**src/rtl/sram_arb2_if.sv**
```systemverilog
// sram_arb2_if: requester-side bus of the two-port SRAM arbiter
// Signals: req/we/lock/addr/wbe/wdata from the requester; gnt/rvalid/rdata back to it.
// Modports: master (requester), slave (arbiter).
interface sram_arb2_if #(
    parameter int abit = 10,
    parameter int dw   = 32
);
    logic            req;
    logic            we;
    logic            lock;
    logic [abit-1:0] addr;
    logic [3:0]      wbe;
    logic [dw-1:0]   wdata;
    logic            gnt;
    logic            rvalid;
    logic [dw-1:0]   rdata;
    modport master (output req, we, lock, addr, wbe, wdata, input gnt, rvalid, rdata);
    modport slave  (input req, we, lock, addr, wbe, wdata, output gnt, rvalid, rdata);
endinterface

```
**src/rtl/sram_arb2.sv**
```systemverilog
// sram_arb2: two-port single-SRAM arbiter, round-robin ties, bounded burst locking
// Ports: clk, rst (synchronous, active high); p0/p1 requester buses (sram_arb2_if.slave);
//        mem_en/mem_we/mem_wbe/mem_addr/mem_din drive the SRAM, mem_dout is its read data
//        (valid one cycle after a read access).
// Option: define SRAM_ARB_FIXED_PRIO_EN to make port 0 win every tie (prio held at 0).
module sram_arb2 #(
    parameter int mem_abit = 10,
    parameter int mem_dw   = 32,
    parameter int max_lock = 16
) (
    input  logic                clk,
    input  logic                rst,
    sram_arb2_if.slave          p0,
    sram_arb2_if.slave          p1,
    output logic                mem_en,
    output logic                mem_we,
    output logic [3:0]          mem_wbe,
    output logic [mem_abit-1:0] mem_addr,
    output logic [mem_dw-1:0]   mem_din,
    input  logic [mem_dw-1:0]   mem_dout
);
    localparam logic [1:0] ST_IDLE  = 2'd0;
    localparam logic [1:0] ST_OWN0  = 2'd1;
    localparam logic [1:0] ST_OWN1  = 2'd2;
    localparam logic [7:0] LOCK_MAX = 8'(max_lock);

    logic [1:0]        st_q, st_d;
    logic              prio_q, prio_d;
    logic              fav_v_q, fav_v_d, fav_q, fav_d;
    logic [7:0]        cnt_q, cnt_d, cnt_nx;
    logic [1:0]        rv_q, rv_d;
    logic [mem_dw-1:0] rd0_q, rd0_d, rd1_q, rd1_d;
    logic              tie, g0, g1, gnt, lk, expire, rv0, rv1;

    always_comb begin
        // a lock that just expired hands the next tie to the waiting port
        tie     = fav_v_q ? fav_q : prio_q;
        g0      = !rst && p0.req && (st_q == ST_OWN0 || (st_q == ST_IDLE && !(p1.req && tie)));
        g1      = !rst && p1.req && (st_q == ST_OWN1 || (st_q == ST_IDLE && !(p0.req && !tie)));
        gnt     = g0 || g1;
        lk      = g1 ? p1.lock : p0.lock;
        cnt_nx  = st_q == ST_IDLE ? 8'd1 : (cnt_q == 8'hff ? cnt_q : cnt_q + 8'd1);
        expire  = gnt && lk && cnt_nx >= LOCK_MAX;
        // no grant while owned means the owner dropped req: release
        st_d    = gnt && lk && !expire ? (g1 ? ST_OWN1 : ST_OWN0) : ST_IDLE;
        cnt_d   = st_d == ST_IDLE ? 8'd0 : cnt_nx;
`ifdef SRAM_ARB_FIXED_PRIO_EN
        prio_d  = 1'b0;
`else
        prio_d  = gnt ? !g1 : prio_q;
`endif
        fav_v_d = expire;
        fav_d   = !g1;
        rv_d    = {g1 && !p1.we, g0 && !p0.we};
        // masking with rst drops a read issued just before reset
        rv0     = rv_q[0] && !rst;
        rv1     = rv_q[1] && !rst;
        rd0_d   = rst ? '0 : (rv0 ? mem_dout : rd0_q);
        rd1_d   = rst ? '0 : (rv1 ? mem_dout : rd1_q);
    end

    always_ff @(posedge clk) begin
        if (rst) begin
            st_q    <= ST_IDLE;
            prio_q  <= 1'b0;
            fav_v_q <= 1'b0;
            fav_q   <= 1'b0;
            cnt_q   <= 8'd0;
            rv_q    <= 2'b00;
            rd0_q   <= '0;
            rd1_q   <= '0;
        end else begin
            st_q    <= st_d;
            prio_q  <= prio_d;
            fav_v_q <= fav_v_d;
            fav_q   <= fav_d;
            cnt_q   <= cnt_d;
            rv_q    <= rv_d;
            rd0_q   <= rd0_d;
            rd1_q   <= rd1_d;
        end
    end

    assign p0.gnt    = g0;
    assign p1.gnt    = g1;
    assign p0.rvalid = rv0;
    assign p1.rvalid = rv1;
    assign p0.rdata  = rd0_d;
    assign p1.rdata  = rd1_d;
    assign mem_en    = gnt;
    assign mem_we    = (g0 && p0.we) || (g1 && p1.we);
    assign mem_wbe   = g0 ? p0.wbe : (g1 ? p1.wbe : 4'd0);
    assign mem_addr  = g1 ? p1.addr : p0.addr;
    assign mem_din   = g1 ? p1.wdata : p0.wdata;
endmodule

```
**src/flat_wrapper.sv**
```systemverilog
// flat-port wrapper written by rule: the top's interface ports become plain ports
module sram_arb2_flat 
#(
    parameter int mem_abit = 10,
    parameter int mem_dw   = 32,
    parameter int max_lock = 16
)
  (clk, rst, mem_en, mem_we, mem_wbe, mem_addr, mem_din, mem_dout, p0_req, p0_we, p0_lock, p0_addr, p0_wbe, p0_wdata, p0_gnt, p0_rvalid, p0_rdata, p1_req, p1_we, p1_lock, p1_addr, p1_wbe, p1_wdata, p1_gnt, p1_rvalid, p1_rdata);
  sram_arb2_if #(.abit(10), .dw(32)) p0_i ();
  sram_arb2_if #(.abit(10), .dw(32)) p1_i ();
  input  logic clk;
  input  logic rst;
  output logic mem_en;
  output logic mem_we;
  output logic [3:0] mem_wbe;
  output logic [mem_abit-1:0] mem_addr;
  output logic [mem_dw-1:0] mem_din;
  input  logic [mem_dw-1:0] mem_dout;
  input wire logic [$bits(p0_i.req)-1:0] p0_req;
  input wire logic [$bits(p0_i.we)-1:0] p0_we;
  input wire logic [$bits(p0_i.lock)-1:0] p0_lock;
  input wire logic [$bits(p0_i.addr)-1:0] p0_addr;
  input wire logic [$bits(p0_i.wbe)-1:0] p0_wbe;
  input wire logic [$bits(p0_i.wdata)-1:0] p0_wdata;
  output wire logic [$bits(p0_i.gnt)-1:0] p0_gnt;
  output wire logic [$bits(p0_i.rvalid)-1:0] p0_rvalid;
  output wire logic [$bits(p0_i.rdata)-1:0] p0_rdata;
  input wire logic [$bits(p1_i.req)-1:0] p1_req;
  input wire logic [$bits(p1_i.we)-1:0] p1_we;
  input wire logic [$bits(p1_i.lock)-1:0] p1_lock;
  input wire logic [$bits(p1_i.addr)-1:0] p1_addr;
  input wire logic [$bits(p1_i.wbe)-1:0] p1_wbe;
  input wire logic [$bits(p1_i.wdata)-1:0] p1_wdata;
  output wire logic [$bits(p1_i.gnt)-1:0] p1_gnt;
  output wire logic [$bits(p1_i.rvalid)-1:0] p1_rvalid;
  output wire logic [$bits(p1_i.rdata)-1:0] p1_rdata;
  assign p0_i.req = p0_req;
  assign p0_i.we = p0_we;
  assign p0_i.lock = p0_lock;
  assign p0_i.addr = p0_addr;
  assign p0_i.wbe = p0_wbe;
  assign p0_i.wdata = p0_wdata;
  assign p0_gnt = p0_i.gnt;
  assign p0_rvalid = p0_i.rvalid;
  assign p0_rdata = p0_i.rdata;
  assign p1_i.req = p1_req;
  assign p1_i.we = p1_we;
  assign p1_i.lock = p1_lock;
  assign p1_i.addr = p1_addr;
  assign p1_i.wbe = p1_wbe;
  assign p1_i.wdata = p1_wdata;
  assign p1_gnt = p1_i.gnt;
  assign p1_rvalid = p1_i.rvalid;
  assign p1_rdata = p1_i.rdata;
  sram_arb2 #(.mem_abit(mem_abit), .mem_dw(mem_dw), .max_lock(max_lock)) u_core (.clk(clk), .rst(rst), .p0(p0_i), .p1(p1_i), .mem_en(mem_en), .mem_we(mem_we), .mem_wbe(mem_wbe), .mem_addr(mem_addr), .mem_din(mem_din), .mem_dout(mem_dout));
endmodule
```
**config.mk**
```make
export PLATFORM = sky130hd
export DESIGN_NAME = sram_arb2_flat
export DESIGN_NICKNAME = d
export VERILOG_FILES = /design/src/rtl/sram_arb2_if.sv /design/src/rtl/sram_arb2.sv /design/src/flat_wrapper.sv
export SDC_FILE = /design/constraint.sdc
export NUM_CORES = 1
export LEC_CHECK = 0
export BUFFER_PORTS_ARGS = -buffer_cell sky130_fd_sc_hd__buf_2
export CORE_MARGIN = 2
export CORE_UTILIZATION = 42
export CTS_CLUSTER_DIAMETER = 100
export DETAILED_ROUTE_END_ITERATION = 8
export PLACE_DENSITY = 0.87
export SLEW_MARGIN = 20
export SYNTH_ARGS = -nofsm -noshare
export SYNTH_HDL_FRONTEND = slang
export SYNTH_SLANG_ARGS = --single-unit
```
**constraint.sdc**
```tcl
create_clock -name clk -period 3.1 [get_ports clk]
set_clock_uncertainty 0.05 [all_clocks]
set_input_delay 0.93 -clock clk [delete_from_list [all_inputs] [get_ports clk]]
set_output_delay 0.93 -clock clk [all_outputs]
set_load 0.02 [all_outputs]
```
==> results of run 1 <==
## cell usage after synthesis (all sizes together)
cell type / instances
nand2b: 1
a211oi: 1
nand4b: 1
nor3: 6
and3: 1
a21oi: 4
nand2: 5
nor2: 135
clkbuf: 17
inv: 1
a22o: 5
nand3: 2
a21o: 2
and3b: 1
o21bai: 1
o21ai: 4
a311o: 1
or2b: 1
buf: 11
conb: 1
nor4b: 1
and4: 2
dfxtp: 79
xnor2: 1
o21a: 1
ha: 1
a31oi: 1
nor2b: 4
nand4: 1
mux2i: 66
mux2: 42
a222oi: 1
o2bb2ai: 1
## worst paths after layout
path | from | end | slack (ps) | cells past startpoint
worst max-delay path | p0_req | mem_din[23] | -190 | 8
worst min-delay path | u_core.rd1_q[14]$_SDFF_PP0_ | u_core.rd1_q[14]$_SDFF_PP0_ | 440 | 2
worst max register to register | u_core.cnt_q[0]$_SDFF_PP0_ | u_core.cnt_q[3]$_SDFF_PP0_ | 830 | 6
worst min register to register | u_core.rd1_q[14]$_SDFF_PP0_ | u_core.rd1_q[14]$_SDFF_PP0_ | 440 | 2
## routing by layer
metal | track usage [%] | wire [µm] | vias up
met1 | 29.9 | 5050 | 1837
li1 | - | - | 1867
met3 | 6.59 | 1110 | 51
met2 | 46.5 | 6980 | 237
met5 | 0 | 0 | -
met4 | 14.2 | 735 | 0
## timing repair
action	in CTS	in global routing
endpoints found under the setup margin	44	47
buffers inserted	10	2
pin swaps	3	1
cloned	4	1
resized for setup	79	68
## critical path, stage by stage
cell and delay, ps:
buf_6 90, nor2b_4 130, a211oi_4 280, buf_6 160, buf_12 110, clkbuf_16 150
mux2_4 320, buf_6 140
## flip-flops by register name, summed over array words and instances (netlist names)
signal,count
u_core.cnt_q,8
u_core.fav_q,1
u_core.fav_v_q,1
u_core.prio_q,1
u_core.rd0_q,32
u_core.rd1_q,32
u_core.rv_q,2
u_core.st_q,2
## area by class of cell
| cell class | count | area, µm² | share of cell area [%] |
|---|---|---|---|
| multi-input combinational | 297 | 2200 | 36.6 |
| timing repair buffer | 271 | 1840 | 30.7 |
| sequential | 79 | 1580 | 26.4 |
| clock buffer | 11 | 141 | 2.36 |
| tap | 108 | 135 | 2.26 |
| clock inverter | 5 | 81.3 | 1.36 |
| antenna | 4 | 10.0 | 0.167 |
| inverter | 1 | 3.75 | 0.0626 |
## through the flow
stage          setup TNS (ps)  power [µW]
2_1_floorplan               0        1380
3_3_place_gp            -5740        1580
3_5_place_dp            -7210        1590
4_1_cts                 -4990        2520
5_1_grt                 -6540        2670
6_report                -5610        2560
## power groups by stage
stage	combinational, µW	clock, µW	sequential, µW
after floorplan	298	0	1080
after detailed placement	508	0	1090
final	663	830	1060
after global placement	499	0	1080
after global routing	701	899	1070
after CTS	609	851	1060
## logic make-up (layout without fill, tap and decap cells)
family | Yosys count | after routing | share of synthesized area [%]
XOR/XNOR | 1 | 1 | 0.237
flip-flops | 79 | 79 | 42.8
multiplexers | 108 | 108 | 30.7
adder cells (fa/ha/maj) | 1 | 1 | 0.339
AO/OA/AOI/OAI | 22 | 22 | 4.47
buffers and inverters | 29 | 288 | 3.08
other | 1 | 8 | 0.102
AND/OR/NAND/NOR | 161 | 161 | 18.3
==> summary.txt, run 1 <==
CTS tree -> yes
Post-synthesis cell count -> 402
Critical Path AT -> 2310 ps
Combinational Power Share -> 25.9%
Clock share of power -> 32.5%
Required time worst endpoint -> 2120 ps
Count of non-filler cells in the finished layout -> 776
# DRC -> 0
Synth area leader -> dfxtp_1
Pre-antenna DRT Iters -> 4
Most common cell after layout, fill and taps aside -> buf_2
Total grt overflow -> 0
Most frequent cells in the layout -> buf_2 (199), nor2_1 (134), dfxtp_1 (77)
Total GRT Usage -> 26.6%
Final Wtd Congestion -> 1.07
Top cells by area, synth -> dfxtp_1 (43%), mux2i_1 (18%), nor2_1 (14%)
Number of buffers created by CTS -> 9
RSZ-0062 raised after global routing -> yes
DP Area -> 5110 µm²
Hold Slack -> 440 ps
Mean post-synth cell area -> 9.19 µm²
Clk pin slew, worst setup/hold paths -> 70 ps
Slew Viols, Final -> 0
CTS sink count -> 79
Die height -> 97.8 µm
Clk_lat worst skew -> 330 ps
Die X -> 97.8 µm
Max FO, Critical Path -> 7
Vias -> 3992
Vias per cell -> 5.14
Register area share after synthesis -> 42.8%
First-pass GRT wire length -> 20000 µm
CP Class -> input port to output pin
Outcome -> complete, but fails checks
Net load switching power -> 703 µW
Final Critical Period -> 3290 ps
Placement Setup Slack -> -193 ps
Warnings, synthesis -> 0
Max Clk Rate -> 304 MHz
Cell Pwr Density -> 427 nW/µm²
Post-synthesis cell type count -> 37
CTS H-Tree Depth -> 3
Seq pwr share -> 41.6%
Ports -> 248
Final layout net count -> 792
Number of global-route vias before repair -> 3909
Largest buffer count on any clock path -> 2
Cell-internal power -> 1850 µW
Initial DRC count -> 200
Startpoint types -> input port
Layout overhead on the synthesized area -> 62.2%
Switch share -> 27.5%
Max-cap viol count -> 0
Total Wirelength -> 13900 µm
Largest net degree at the start of global routing -> 73
Initial Utilization -> 42.8%
CTS Hold Bufs -> 0
Tcrit/Tclk final -> 106%
Cell Area, Synth -> 3690 µm²
Root buf cell -> clkbuf_8
Fin area -> 5990 µm²
Peak supply drop -> 0.260 mV
Final hold violation count -> 0
Fraction of layout cells with a size suffix above 1 -> 51.7%
DRT antenna net count -> 0
P_leak -> 0.00293 µW
Initial antenna violation count -> 4
Final Setup Violations -> 38
Wire length per cell -> 17.9 µm
Die ar. -> 9560 µm²
Final Worst Setup Slack -> -186 ps
Slew HR -> 52.1%
Measured slew at the worst slew-check pin -> 718 ps
Port bufs -> 247
Post-synthesis register bit count -> 79
Fin util -> 69.4%
Failing checks -> setup timing
CP endpoint kind -> output pin
Post-Place Cells -> 744
Worst hold path class -> flop to flop
Core Region -> 8640 µm²
Filler cell count -> 645
Row count -> 34
HPWL after DPL -> 9570 µm
Yosys top cell area share -> 42.8%
(Power assumes the default switching activity.)
==> inputs of run 2 (changes only) <==
Settings changed: REMOVE_ABC_BUFFERS set to 1.
==> run 2 against run 1 <==
Against the previous run:
- the flow still finishes with violations (setup timing)
- clock-buffer cell count is 1 lower
- via count is 0.18% lower
- first-iteration DRC count is 4.0% higher
- utilization is 1.7 points lower
- die area stayed put
- clock power hardly changed
- cell area is 2.4% lower
- sequential share of layout area is 0.66 points higher
- maximum frequency is 1.3% higher
- critical path depth is 1 lower
- largest cell class unchanged
==> summary.txt, run 2 (synthesized netlist as in run 1, its figures left out) <==
RSZ-0062 raised after global routing -> yes
Vias -> 3985 (-0.18%)
Outcome -> complete, but fails checks
Hold depth -> 2 (unchanged)
CP endpoint kind -> output pin
Critical Path AT -> 2260 ps (-50 ps)
Peak supply drop -> 0.227 mV (-13%)
Fin area -> 5850 µm² (-2.4%)
Hold endpoint -> u_core.rd0_q[7]$_SDFF_PP0_
Worst hold path class -> flop to flop
Fraction of layout cells with a size suffix above 1 -> 51.5% (-0.15 points)
Largest buffer count on any clock path -> 2 (unchanged)
P_leak -> 0.00284 µW (-3.0%)
Die height -> 97.8 µm (unchanged)
DP Area -> 5110 µm² (about the same)
Worst flop-to-flop path endpoint -> u_core.st_q[0]$_SDFF_PP0_
Clk_lat worst skew -> 340 ps (about the same)
Post-Place Cells -> 745 (+0.13%)
Most used cell, CP -> buf_6
Clk pin slew, worst setup/hold paths -> 70 ps (about the same)
Final layout net count -> 792 (unchanged)
Root buf cell -> clkbuf_8
Layout overhead on the synthesized area -> 58.3%
Worst R2R Path Depth -> 5 (-1)
Failing checks -> setup timing
Slew Viols, Final -> 0 (unchanged)
Die ar. -> 9560 µm² (unchanged)
Final Wtd Congestion -> 1.01 (-5.4%)
Slew HR -> 55.2% (+3.0 points)
Filler cell count -> 659 (+2.2%)
Core Region -> 8640 µm² (unchanged)
Final Setup Violations -> 47 (+24%)
CTS tree -> yes
Total Wirelength -> 14000 µm (+1.1%)
Tcrit/Tclk final -> 105% (-1.3 points)
Die X -> 97.8 µm (unchanged)
Max FO, Critical Path -> 12 (+5)
CTS H-Tree Depth -> 3 (unchanged)
Pre-antenna DRT Iters -> 4 (unchanged)
Measured slew at the worst slew-check pin -> 672 ps (-45.7 ps)
Total power -> 2530 µW (-1.2%)
Regs by FF count -> u_core.rd0_q x32, u_core.rd1_q x32, u_core.cnt_q x8
Final hold violation count -> 0 (unchanged)
DRT antenna net count -> 0 (unchanged)
Max-cap viol count -> 0 (unchanged)
CTS sink count -> 79 (unchanged)
Total GRT Usage -> 25.5% (-1.1 points)
Final Worst Setup Slack -> -145 ps (+41.2 ps)
Most frequent cells in the layout -> buf_2 (212), nor2_1 (135), dfxtp_1 (77)
Wire length per cell -> 18.1 µm (+1.1%)
Required time worst endpoint -> 2120 ps (about the same)
Max Clk Rate -> 308 MHz (+1.3%)
CP Class -> input port to output pin
Most common cell after layout, fill and taps aside -> buf_2
Initial DRC count -> 208 (+4.0%)
CTS Hold Bufs -> 0 (unchanged)
Port bufs -> 247 (unchanged)
Vias per cell -> 5.14 (-0.18%)
Setup slack, reg-to-reg -> 980 ps (+150 ps)
RR Startpoint -> u_core.cnt_q[0]$_SDFF_PP0_
Fin util -> 67.7% (-1.7 points)
TNS Setup -> -4400 ps (+1210 ps)
Worst hold start -> u_core.rd0_q[7]$_SDFF_PP0_
Total grt overflow -> 0 (unchanged)
Ports -> 248 (unchanged)
HPWL after DPL -> 9550 µm (-0.25%)
Cell Pwr Density -> 432 nW/µm² (+1.3%)
First-pass GRT wire length -> 19300 µm (-3.6%)
Initial Utilization -> 42.8% (unchanged)
Worst Path Buf+Inv -> 4 (-1)
Number of global-route vias before repair -> 3840 (-1.8%)
Crit path max-delay family -> buffers and inverters
# DRC -> 0 (unchanged)
Row count -> 34 (unchanged)
Startpoint types -> input port
Largest net degree at the start of global routing -> 75 (+2.7%)
Cells along the critical path -> buf_6 > nor2b_4 > a211oi_4 > buf_6 > buf_16 > mux2_2 > buf_2
Number of buffers created by CTS -> 9 (unchanged)
Initial antenna violation count -> 4 (unchanged)
Crit-path slowest cell -> mux2_2
Final Critical Period -> 3240 ps (-41.2 ps)
Count of non-filler cells in the finished layout -> 776 (unchanged)
Worst path max stage delay -> 350 ps (+30 ps)
-- run 2: cell types whose count changed in the layout (fill, tap and decap cells not counted), sizes merged --
cell | previous run | this run
clkinvlp | 1 | 0
inv | 1 | 3
buf | 270 | 269
-- run 2: worst reg2reg max path: cells and delay by family, from the launching register on --
kind	cells	cell delay, ps
compound gates	2	960
simple gates	2	400
flops	1	350
fa+ha+maj	1	270
-- run 2: per-layer routing --
metal | wire length [µm] | track usage (%) | up-vias
li1 | - | - | 1865
met1 | 5100 | 27.1 | 1884
met2 | 7390 | 48.0 | 195
met3 | 846 | 6.08 | 41
met4 | 697 | 10.8 | 0
met5 | 0 | 0 | -
-- run 2: cell type report --
class | count | area, µm² | share of cell area [%]
diodes | 4 | 10.0 | 0.171
clock buffers | 10 | 128 | 2.18
clock inverters | 6 | 91.3 | 1.56
inverters | 1 | 3.75 | 0.0642
multi-input cells | 297 | 2130 | 36.4
flip-flops and latches | 79 | 1580 | 27.1
well taps | 108 | 135 | 2.31
repair buffers | 271 | 1770 | 30.2
-- run 2: where the power goes --
group          total (µW)  leakage [µW]  switching [µW]  internal (µW)
clock                 829      0.000111             369            460
combinational         634       0.00209             332            302
sequential           1060      0.000643            15.4           1050
-- run 2: what timing repair did --
item,CTS,global route
setup buffers,2,4
setup endpoints to repair,46,47
pin swaps,1,2
gates resized for setup,33,66
hold endpoints to repair,0,0
gates cloned,3,3
-- run 2: through the flow --
stage	setup slack [ps]	hold slack (ps)
detailed placement	-144	409
global route	-163	469
CTS	-123	420
floorplan	-1720	380
finish	-145	444
global placement	-111	393
-- run 2: how the worst max path moves through the flow --
stage                      start           to  slack (ps)  depth (start not counted)
after floorplan           p0_req  mem_addr[0]       -1720                          3
after global placement    p0_req  mem_din[19]        -110                          6
after detailed placement  p0_req  mem_din[17]        -140                          6
final                     p0_req  mem_addr[3]        -140                          7
after global routing      p0_req  mem_addr[3]        -160                          7
after CTS                 p0_req  mem_addr[3]        -120                          7
==> inputs of run 3 (changes only) <==
Settings changed: ABC_AREA set to 1, PLACE_DENSITY 0.87 to 0.86.
==> run 3 against run 2 <==
Against the previous run:
- the flow now finishes without violations
- register-to-register slack better by 730 ps
- setup slack better by 250 ps
- final cell count is 16% higher
- non-clock buffer count is 11 lower
- routed wire length is 16% lower
- sequential share of layout area is 3.0 points higher
- clock-buffer cell count is 1 higher
- first-iteration DRC count is 14% lower
- utilization is 7.1 points lower
- synthesized cell count is 37% higher
==> summary.txt, run 3 <==
Final Worst Setup Slack -> 100 ps (+245 ps)
Cell Area, Synth -> 3730 µm² (+1.0%)
Net load switching power -> 723 µW (+1.0%)
Final Setup Violations -> 0 (-100%)
Final hold violation count -> 0 (unchanged)
Worst hold start -> u_core.prio_q$_SDFFE_PP0P_
Async SR Flop Fraction -> 0% (unchanged)
Number of flops mapped to enable cells by yosys -> 0 (unchanged)
RR Startpoint -> u_core.cnt_q[0]$_SDFF_PP0_
Clock share of power -> 33.3% (+0.5 points)
Clk pin slew, worst setup/hold paths -> 70 ps (about the same)
Mean post-synth cell area -> 6.77 µm² (-26%)
Met2 routed WL -> 5830 µm (-21%)
P_leak -> 0.00304 µW (+6.9%)
Pre-antenna DRT Iters -> 5 (+1)
Outcome -> finished clean
Yosys top cell area share -> 42.4% (-0.43 points)
CTS H-Tree Depth -> 3 (unchanged)
Filler cell count -> 824 (+25%)
Seq pwr share -> 44.0% (+1.9 points)
Met3 wire len -> 958 µm (+13%)
Critical Path AT -> 2020 ps (-240 ps)
Most common cell after layout, fill and taps aside -> buf_2
Synth area leader -> dfxtp_1
Combinational Power Share -> 22.7% (-2.4 points)
Peak supply drop -> 0.237 mV (+4.4%)
DRT antenna net count -> 0 (unchanged)
Initial DRC count -> 179 (-14%)
Regs by FF count -> u_core.rd0_q x32, u_core.rd1_q x32, u_core.cnt_q x8
# DRC -> 0 (unchanged)
Worst flop-to-flop path endpoint -> u_core.st_q[1]$_SDFF_PP0_
Die ar. -> 9650 µm² (+0.97%)
Largest buffer count on any clock path -> 2 (unchanged)
Hold endpoint -> u_core.prio_q$_SDFFE_PP0P_
Max FO, Critical Path -> 30 (+18)
Slew Viols, Final -> 0 (unchanged)
Main synth FF type -> dfxtp_1
Post-synthesis cell type count -> 21 (-43%)
First-pass GRT wire length -> 17600 µm (-8.6%)
Crit-path slowest cell -> buf_4
Post-synthesis register bit count -> 79 (unchanged)
Final Critical Period -> 3000 ps (-245 ps)
Max Clk Rate -> 333 MHz (+8.2%)
Setup slack, reg-to-reg -> 1710 ps (+730 ps)
Final Wtd Congestion -> 0.840 (-17%)
Most frequent cells in the layout -> buf_2 (247), nand2_1 (155), a21oi_1 (131)
Max-cap viol count -> 0 (unchanged)
Port bufs -> 247 (unchanged)
Most frequent cell after synthesis -> nand2_1
Worst path max stage delay -> 290 ps (-60 ps)
Vias per cell -> 4.83 (-6.0%)
Register area share after synthesis -> 42.4% (-0.43 points)
Fraction of layout cells with a size suffix above 1 -> 36.0% (-15 points)
Cell-internal power -> 1720 µW (-5.0%)
Layout overhead on the synthesized area -> 41.0%
Hold depth -> 2 (unchanged)
Initial Utilization -> 43.0% (+0.22 points)
Largest net degree at the start of global routing -> 50 (-33%)
Cell Pwr Density -> 464 nW/µm² (+7.5%)
Post-CTS setup buffer count -> 0 (-2)
Worst Path Buf+Inv -> 4 (unchanged)
CTS sink count -> 79 (unchanged)
Clk_lat worst skew -> 340 ps (about the same)
Top cells by area, synth -> dfxtp_1 (42%), a21oi_1 (18%), nand2_1 (16%)
Switch share -> 29.6% (+1.2 points)
Worst hold path class -> flop to flop
Core Region -> 8680 µm² (+0.49%)
Initial antenna violation count -> 0 (-4)
Placement Setup Slack -> 111 ps (+255 ps)
Total Wirelength -> 11700 µm (-16%)
Post_cts resized -> 0 (-100%)
Root buf cell -> clkbuf_8
Row count -> 34 (unchanged)
Die height -> 98.3 µm (+0.49%)
HPWL after DPL -> 9190 µm (-3.7%)
Tcrit/Tclk final -> 96.8% (-7.9 points)
Number of buffers created by CTS -> 9 (unchanged)
Worst R2R Path Depth -> 7 (+2)
Post-synthesis cell count -> 551 (+37%)
Max layer used -> met4
Total grt overflow -> 0 (unchanged)
Die X -> 98.3 µm (+0.49%)
Number of global-route vias before repair -> 3674 (-4.3%)
Final layout net count -> 919 (+16%)
Area occupied by multi-input gates -> 1780 µm² (-16%)
Commonest cells in the netlist -> nand2_1 (155), a21oi_1 (131), dfxtp_1 (79), o21ai_0 (66), inv_1 (43)
Wire length per cell -> 13.0 µm (-28%)
CTS Hold Bufs -> 0 (unchanged)
Ports -> 248 (unchanged)
Startpoint types -> input port
Required time worst endpoint -> 2120 ps (about the same)
Fin util -> 60.6% (-7.1 points)
Vias -> 4346 (+9.1%)
CP endpoint kind -> output pin
M1 WL -> 4860 µm (-4.8%)
Cells along the critical path -> buf_2 > inv_1 > nor2_4 > nand3_2 > nand3_2 > buf_4 > nand2_1 > nand2_1 > buf_2
RSZ-0062 raised after global routing -> no
Crit path max-delay family -> buffers and inverters
TNS Setup -> 0 ps (+4400 ps)
Total GRT Usage -> 22.9% (-2.6 points)
CTS tree -> yes
Warnings, synthesis -> 0 (unchanged)
CP Class -> input port to output pin
FF/Latch Area -> 1580 µm² (unchanged)
[run 3: layer usage]
metal / track usage [%] / up-vias
met3: 6.08 / 9
met5: 0 / -
met2: 39.4 / 170
li1: - / 2264
met1: 29.4 / 1903
met4: 4.11 / 0
[run 3: cell families (layout without fill, tap and decap cells)]
| kind of cell | Yosys count | in the layout | share of synthesized area [%] |
|---|---|---|---|
| AO/OA/AOI/OAI | 197 | 197 | 26.4 |
| XOR/XNOR | 2 | 2 | 0.470 |
| adder cells (fa/ha/maj) | 1 | 1 | 0.335 |
| buffers and inverters | 84 | 321 | 10.1 |
| flip-flops | 79 | 79 | 42.4 |
| other | 1 | 5 | 0.101 |
| AND/OR/NAND/NOR | 187 | 187 | 20.2 |
[run 3: layout make-up]
class	instances	share of cell area, %
clock inverter	5	1.55
clock buffer	11	2.50
timing repair buffer	260	26.1
antenna	1	0.0476
sequential	79	30.1
multi-input combinational	391	33.9
inverter	45	3.21
tap	108	2.57
[run 3: per-stage QoR]
stage / std cells / hold slack (ps) / cell area [µm²] / power [µW]
finish: 900 / 456 / 5260 / 2440
global route: 899 / 498 / 5260 / 2570
CTS: 899 / 458 / 5260 / 2470
detailed placement: 883 / 439 / 5040 / 1650
global placement: 883 / 437 / 5040 / 1640
floorplan: 515 / 407 / 3530 / 1410
[run 3: power groups by stage]
| stage | registers [µW] | clock network, µW | logic, µW |
|---|---|---|---|
| 5_1_grt | 1080 | 885 | 609 |
| 3_5_place_dp | 1100 | 0 | 553 |
| 2_1_floorplan | 1110 | 0 | 298 |
| 3_3_place_gp | 1100 | 0 | 547 |
| 6_report | 1080 | 814 | 555 |
| 4_1_cts | 1080 | 842 | 555 |
[run 3: how the worst max path moves through the flow]
stage	startpoint	endpoint	slack [ps]	cells after the start
floorplan	rst	mem_wbe[0]	-840	5
global placement	p0_req	mem_din[28]	110	9
detailed placement	p0_req	mem_din[28]	110	9
CTS	p0_req	mem_din[28]	110	9
global route	p0_req	mem_din[28]	10	9
finish	p0_req	mem_din[28]	100	9
[run 3: worst reg2reg max path, stage by stage, from the launching register on]
cell	delay (ps)
dfxtp_1	370
ha_1	220
nand3_2	120
o21ai_0	170
nand2_1	90
nand2_2	80
nand2_1	110
nor2_1	110
